`src/rtl/mem_port_arbiter.sv`:
```
// mem_port_arbiter: shares the single memory port between instruction fetch and the load/store buffer.
// Latency: accept in N -> read data + valid pulse in N+3, store done pulse in N+2 (mem_ready_i high).
// Backpressure: ready only in IDLE; mem_ready_i low stretches ISSUE, WAIT holds until mem_valid_i.
module mem_port_arbiter #(
  parameter int ADDR_W          = 32,
  parameter int DATA_W          = 32,
  parameter int MAX_DATA_STREAK = 4
) (
  input  logic              clk,
  input  logic              rst,
  input  logic              if_req_i,
  input  logic [ADDR_W-1:0] if_addr_i,
  output logic              if_ready_o,
  output logic              if_valid_o,
  output logic [DATA_W-1:0] if_data_o,
  input  logic              flush_i,
  input  logic              ls_req_i,
  input  logic              ls_we_i,
  input  logic [ADDR_W-1:0] ls_addr_i,
  input  logic [DATA_W-1:0] ls_wdata_i,
  input  logic [3:0]        ls_sel_i,
  output logic              ls_ready_o,
  output logic              ls_valid_o,
  output logic [DATA_W-1:0] ls_rdata_o,
  output logic              mem_req_o,
  output logic              mem_we_o,
  output logic [ADDR_W-1:0] mem_addr_o,
  output logic [DATA_W-1:0] mem_data_o,
  output logic [3:0]        mem_sel_o,
  input  logic              mem_ready_i,
  input  logic              mem_valid_i,
  input  logic [DATA_W-1:0] mem_data_i
);

  localparam int SW = $clog2(MAX_DATA_STREAK + 1);

  typedef enum logic [1:0] {S_IDLE, S_ISSUE, S_WAIT} state_t;
  typedef enum logic {OWN_LSU, OWN_FETCH} owner_t;

  state_t        state;
  state_t        state_nxt;
  owner_t        owner;
  logic          kill;
  logic [SW-1:0] streak;
  logic          streak_full;
  logic          if_live;
  logic          grant_if;
  logic          grant_ls;
  logic          wr_done;
  logic          rd_done;
  logic          deliver_if;
  logic          deliver_ls;

  assign streak_full = (streak == SW'(MAX_DATA_STREAK));

  // Arbitration and next-state: LSB wins ties unless fetch has waited out its streak.
  always_comb begin
    state_nxt = state;
    grant_if  = 1'b0;
    grant_ls  = 1'b0;
    wr_done   = 1'b0;
    rd_done   = 1'b0;
    if_live   = if_req_i & ~flush_i;
    case (state)
      S_IDLE: begin
        if (ls_req_i && !(if_live && streak_full)) begin
          grant_ls = 1'b1;
        end else if (if_live) begin
          grant_if = 1'b1;
        end
        if (grant_ls || grant_if) begin
          state_nxt = S_ISSUE;
        end
      end
      S_ISSUE: begin
        if (mem_ready_i) begin
          if (mem_we_o) begin
            wr_done   = 1'b1;
            state_nxt = S_IDLE;
          end else begin
            state_nxt = S_WAIT;
          end
        end
      end
      S_WAIT: begin
        if (mem_valid_i) begin
          rd_done   = 1'b1;
          state_nxt = S_IDLE;
        end
      end
      default: state_nxt = S_IDLE;
    endcase
  end

  assign if_ready_o = grant_if;
  assign ls_ready_o = grant_ls;

  // A flush landing on the very cycle data returns must still suppress delivery.
  assign deliver_if = rd_done & (owner == OWN_FETCH) & ~kill & ~flush_i;
  assign deliver_ls = rd_done & (owner == OWN_LSU);

  // State register.
  always_ff @(posedge clk or negedge rst) begin
    if (!rst) begin
      state <= S_IDLE;
    end else begin
      state <= state_nxt;
    end
  end

  // Streak of LSB grants taken while fetch was asking; any idle fetch cycle forgives it.
  always_ff @(posedge clk or negedge rst) begin
    if (!rst) begin
      streak <= '0;
    end else if (!if_req_i || grant_if) begin
      streak <= '0;
    end else if (grant_ls && !streak_full) begin
      streak <= streak + SW'(1);
    end
  end

  // Owner of the transaction in flight, and whether its fetch response has been flushed.
  always_ff @(posedge clk or negedge rst) begin
    if (!rst) begin
      owner <= OWN_LSU;
      kill  <= 1'b0;
    end else begin
      if (grant_if) begin
        owner <= OWN_FETCH;
      end else if (grant_ls) begin
        owner <= OWN_LSU;
      end
      if (state_nxt == S_IDLE) begin
        kill <= 1'b0;
      end else if (state != S_IDLE && owner == OWN_FETCH && flush_i) begin
        kill <= 1'b1;
      end
    end
  end

  // Memory bus: latched at grant, held through ISSUE; address held through WAIT for the read path.
  always_ff @(posedge clk or negedge rst) begin
    if (!rst) begin
      mem_req_o  <= 1'b0;
      mem_we_o   <= 1'b0;
      mem_addr_o <= '0;
      mem_data_o <= '0;
      mem_sel_o  <= 4'h0;
    end else if (grant_ls) begin
      mem_req_o  <= 1'b1;
      mem_we_o   <= ls_we_i;
      mem_addr_o <= ls_addr_i;
      mem_data_o <= ls_we_i ? ls_wdata_i : '0;
      mem_sel_o  <= ls_we_i ? ls_sel_i : 4'hF;
    end else if (grant_if) begin
      mem_req_o  <= 1'b1;
      mem_we_o   <= 1'b0;
      mem_addr_o <= if_addr_i;
      mem_data_o <= '0;
      mem_sel_o  <= 4'hF;
    end else if (state == S_ISSUE && mem_ready_i) begin
      mem_req_o <= 1'b0;
      if (mem_we_o) begin
        mem_we_o  <= 1'b0;
        mem_sel_o <= 4'h0;
      end
    end
  end

  // Response side: one-cycle valid pulses, data registers hold until the owner's next capture.
  always_ff @(posedge clk or negedge rst) begin
    if (!rst) begin
      if_valid_o <= 1'b0;
      ls_valid_o <= 1'b0;
      if_data_o  <= '0;
      ls_rdata_o <= '0;
    end else begin
      if_valid_o <= deliver_if;
      ls_valid_o <= deliver_ls | wr_done;
      if (deliver_if) begin
        if_data_o <= mem_data_i;
      end
      if (deliver_ls) begin
        ls_rdata_o <= mem_data_i;
      end
    end
  end

endmodule

```
`config.mk`:
```
export PLATFORM = sky130hd
export DESIGN_NAME = mem_port_arbiter
export DESIGN_NICKNAME = d
export VERILOG_FILES = /design/src/rtl/mem_port_arbiter.sv
export SDC_FILE = /design/constraint.sdc
export NUM_CORES = 1
export LEC_CHECK = 0
export ABC_CLOCK_PERIOD_IN_PS = 2850
export BUFFER_PORTS_ARGS = -buffer_cell sky130_fd_sc_hd__buf_2
export CAP_MARGIN = 20
export CORE_ASPECT_RATIO = 0.5
export CORE_MARGIN = 5
export CORE_UTILIZATION = 51
export DETAILED_ROUTE_END_ITERATION = 10
export GPL_ROUTABILITY_DRIVEN = 1
export HOLD_SLACK_MARGIN = 0.15
export PLACE_DENSITY_LB_ADDON = 0.3
export SYNTH_ARGS = -nofsm -noshare
export SYNTH_HDL_FRONTEND = slang
export SYNTH_SLANG_ARGS = --single-unit
```
`constraint.sdc`:
```
create_clock -name clk -period 2.85 [get_ports clk]
set_input_delay 0.1425 -clock clk [delete_from_list [all_inputs] [get_ports clk]]
set_output_delay 0.1425 -clock clk [all_outputs]
set_load 0.005 [all_outputs]
```
---- After elaboration in Yosys (flattened, before gate mapping) ----
Index checks and enable logic that the tools add are counted.
word-level totals
  logic and storage cells ................. 84
  register bits ........................... 143
  output and inout bits ................... 138
cells by class
  multiplexer cells ....................... 38
  bitwise gates (word level) .............. 9
  equality and inequality tests ........... 3
  reductions and logical operators ........ 20
  add/subtract/negate cells ............... 1
operators with widths
  kind                                           count
  two-way mux 32 bit                             5
  two-way mux 1 bit                              21
  two-way mux 4 bit                              5
  two-way mux 2 bit                              4
  nonzero test 2 bit                             4
  logical AND 1 bit                              6
  two-way mux 3 bit                              2
  case mux 2 bit (3 select lines)                1
  nonzero test 3 bit                             2
  bitwise AND 1 bit                              5
  zero test 2 bit                                2
  adder 3 x 1 -> 3 bit, second input constant    1
  == test 3 bit, second input constant           1
  zero test 1 bit                                3
  inverter 1 bit                                 3
  == test 2 x 1 -> 1 bit, second input constant  1
  == test 2 bit, second input constant           1
  logical OR 1 bit                               2
  AND reduction 2 bit                            1
  bitwise OR 1 bit                               1

---- Logic depth before layout (Yosys ltp) ----
  depth in word-level cells ............... 12
  depth in mapped cells ................... 7
  depth with buffers taken out ............ 5

---- Worst setup path after synthesis ----
Ideal clock, no wire load.
  kind .................................... reg2reg
  start ................................... register state[0]
  end ..................................... register if_data_o[10]
  data required time ...................... 2.725 ns
  slack ................................... 1.034 ns
  path buffers ............................ 3
  data arrival time ....................... 1.691 ns
  period minus slack after synthesis ...... 1.816 ns
  cell stages (with the launch flop) ...... 7
  cells stage by stage .................... dfrtp_1 > buf_6 > nand3b_4 > or4b_4 > buf_6 > buf_12 > mux2_4
on the way
  word-level cells in the longest chain between the ends .. 5
ends and longest elaborated chain
  item                             line  source
  from (decl)                      40    state_t state;
  from (signal assigned)           107   state <= state_nxt;
  == test 2 bit                    64    case (state)
  two-way mux 1 bit                64
  bitwise AND 1 bit (3 in series)  99    assign deliver_if = rd_done & (owner == OWN_FETCH) & ~kill & ~flush_i;
  to (signal assigned)             181   if_data_o <= mem_data_i;
  to (decl)                        15    output logic [DATA_W-1:0] if_data_o,
Every way passes these cells.
A chain may end at the register's enable or synchronous reset.

---- Worst setup path after layout ----
  start ................................... register state[0]
  end ..................................... register mem_addr_o[23]
on the way
  word-level cells in the longest chain between the ends .. 3
  elaborated cells between the ends (all ways) .. 5
ends and longest elaborated chain
  item                                                      line  source
  zero test 2 bit (*)                                       64
  two-way mux 1 bit                                         64
  two-way mux 32 bit or nonzero test 2 bit (tied branches)  -
  to (signal assigned)                                      152   mem_addr_o <= ls_addr_i;
  to (signal assigned)                                      158   mem_addr_o <= if_addr_i;
  to (decl)                                                 27    output logic [ADDR_W-1:0] mem_addr_o,
Mark *: on every way between the ends. The rest lies on a longest branch, timed or not.

==> impl_results.md <==
- Post-CTS setup buffers: 0
- RePlAce Congestion: 0.808
- DPL Wire Length: 11600 µm
- Synth Cell Area: 0.00604 mm²
- Vias in the first global route: 5868
- Ys async rst share: 1.00
- Leading area contributor after synthesis: dfrtp_1
- Avg Inst Size Synth: 13.2 µm²
- Skew final: 13.0 ps
- Maxcap violations: 0
- # port buffers: 277
- Final wirelength: 19300 µm
- Die ar.: 0.0143 mm²
- CP Capture Type: flip-flop
- Largest net degree at the start of global routing: 73
- Antenna Cells: 0
- Maximum VDD drop: 619 µV
- Worst slew margin: 0.505
- Final hold violation count: 0
- GRT Total Usage: 0.274
- Core ar.: 0.0117 mm²
- Effective utilization at floorplan: 0.516
- CTS sink cnt: 143
- Achievable frequency: 375 MHz
- Fin crit period: 2670 ps
- Syn-to-layout area delta: 57.3%
- Crit path max fanout: 39
- Fillers: 721
- CTS buffer count: 17
- Syn Nets: 598
- Layout cells sized above 1: 0.454
- Worst path arrival time: 3010 ps
- Max Slew Vio Count: 0
- Net count reported at finish: 1002
- Synth warnings: 0
- Die Wd: 164 µm
- Antenna-violating nets left: 0
- Detailed Route Iter0 Violations: 324
- DR WL/cell: 18.6 µm
- Area contributors post-synth: dfrtp_1, mux2_4, mux2_2
- First-pass iteration count of the detailed router: 5
- Gr ovfl total: 0
- IO Count: 278
- Worst-path clk slew: 60 ps
- RSZ-0062 raised after global routing: no
- Cells after Synth: 456
- Final worst path period share: 0.936
- DRC: 0
- Flops & latches, synth: 143
- Primary FF master, synth: dfrtp_1
- Crit Path Class: reg -> reg
- Most frequent cells after synthesis: dfrtp_1, inv_1, nor2_1
- Synth top area share: 0.593
- Initial antenna violation count: 1
- Root Driver: clkbuf_16
- CTS tree: done
- Crit path launch type: flip-flop
- Skew-Pair Late Insertion Delay: 410 ps
- Number of cells upsized or downsized after cts: 0
- Hold Crit Class: in -> reg
- Post-synthesis cell type count: 41
- Die span in y: 87.0 µm
- Worst EP required: 3190 ps
- Status: complete, no violations
- Max clock buf depth: 2
- Final setup fails: 0
- H-tree depth: 4
- Post-synth EDFFs: 0
- First-pass GRT wire length: 30400 µm
- Worst-Margin Slew: 739 ps
- Pre-CTS setup slack: 758 ps
- Std cell rows: 28
- Avg Vias per Cell: 5.25
- Worst setup margin: 183 ps
- Most common cell in the netlist: dfrtp_1
- Post-synthesis sequential area ratio: 0.593
- P per Cell Area: 971 mW/mm²
- DR vias: 5452
- Setup_tns: 0 ps
- LEAKAGE: 4.89 nW
[flip-flops by register name, indices dropped and copies added, names as in the netlist]
name	flops
if_data_o	32
if_valid_o	1
kill	1
ls_rdata_o	32
ls_valid_o	1
mem_addr_o	32
mem_data_o	32
mem_req_o	1
mem_sel_o	4
mem_we_o	1
owner	1
state	2
streak	3
[cell families (layout without fill, tap and decap cells)]
family,count (synthesis),count (layout),share of synthesized area
and+or+nand+nor,55,55,0.0477
DFF,143,143,0.593
muxes,64,64,0.137
buffers and inverters,75,492,0.0588
adders and majority gates,2,2,0.00414
AOI/OAI and AO/OA,117,117,0.160
[where the power goes]
part	internal, mW	switching, mW	total [mW]
Clock	1.42	0.900	2.31
Combinational	1.97	1.47	3.44
Sequential	2.92	0.557	3.47
Total	6.30	2.92	9.23
[cell usage in the layout, fill, tap and decap left out, drive strengths merged, types with 18 or more instances in the layout]
cell	n
clkbuf	18
inv	41
a211oi	34
a221oi	32
a22o	32
mux2	64
nor2	36
dfrtp	143
dlygate4sd3	136
buf	287
[final cells by class]
| class | count | area (µm²) | area share |
|---|---|---|---|
| flip-flops and latches | 143 | 3580 | 0.377 |
| repair buffers | 423 | 2840 | 0.299 |
| multi-input cells | 238 | 2120 | 0.223 |
| clock buffers | 18 | 439 | 0.0462 |
| well taps | 165 | 206 | 0.0217 |
| clock inverters | 14 | 179 | 0.0188 |
| inverters | 37 | 139 | 0.0146 |
[worst max-delay path: stages, from the launching register on]
cell,delay (ps)
dfrtp_1,480
nor2_1,470
o21ai_4,340
buf_4,370
a221oi_1,330
dlygate4sd3_1,590
[final timing paths]
path,start,to,slack (ps),cells past startpoint
worst max-delay path,state[0],mem_addr_o[23],180,5
worst min-delay path,flush_i,kill,190,3
worst max register to register,state[0],mem_addr_o[23],180,5
worst min register to register,mem_req_o,mem_req_o,490,1
max in group asynchronous,rst,mem_addr_o[27],1740,3
min in group asynchronous,rst,mem_addr_o[3],300,2
[layer usage]
metal,share of wire,global-route usage
met1,0.38,0.310
met2,0.53,0.514
met5,0.00067,0
met3,0.058,0.0624
met4,0.031,0.102
[repair_timing]
action | in CTS | in global routing
endpoints found under the hold margin | 208 | 0
endpoints found under the setup margin | 0 | 0
hold buffers | 136 | 0
[per-stage QoR]
stage                     total power, mW  utilization  cells  hold WS (ps)  area, µm²
final                                9.23        0.812   1038           189       9500
after global routing                 9.78        0.812   1038           192       9500
after CTS                            9.15        0.812   1038           171       9500
after detailed placement             6.33        0.643    870           199       7520
after global placement               6.21        0.643    870           192       7520
after floorplan                      4.95            -    456          -153       6040
No activity file was read; power rests on OpenSTA's default activity.
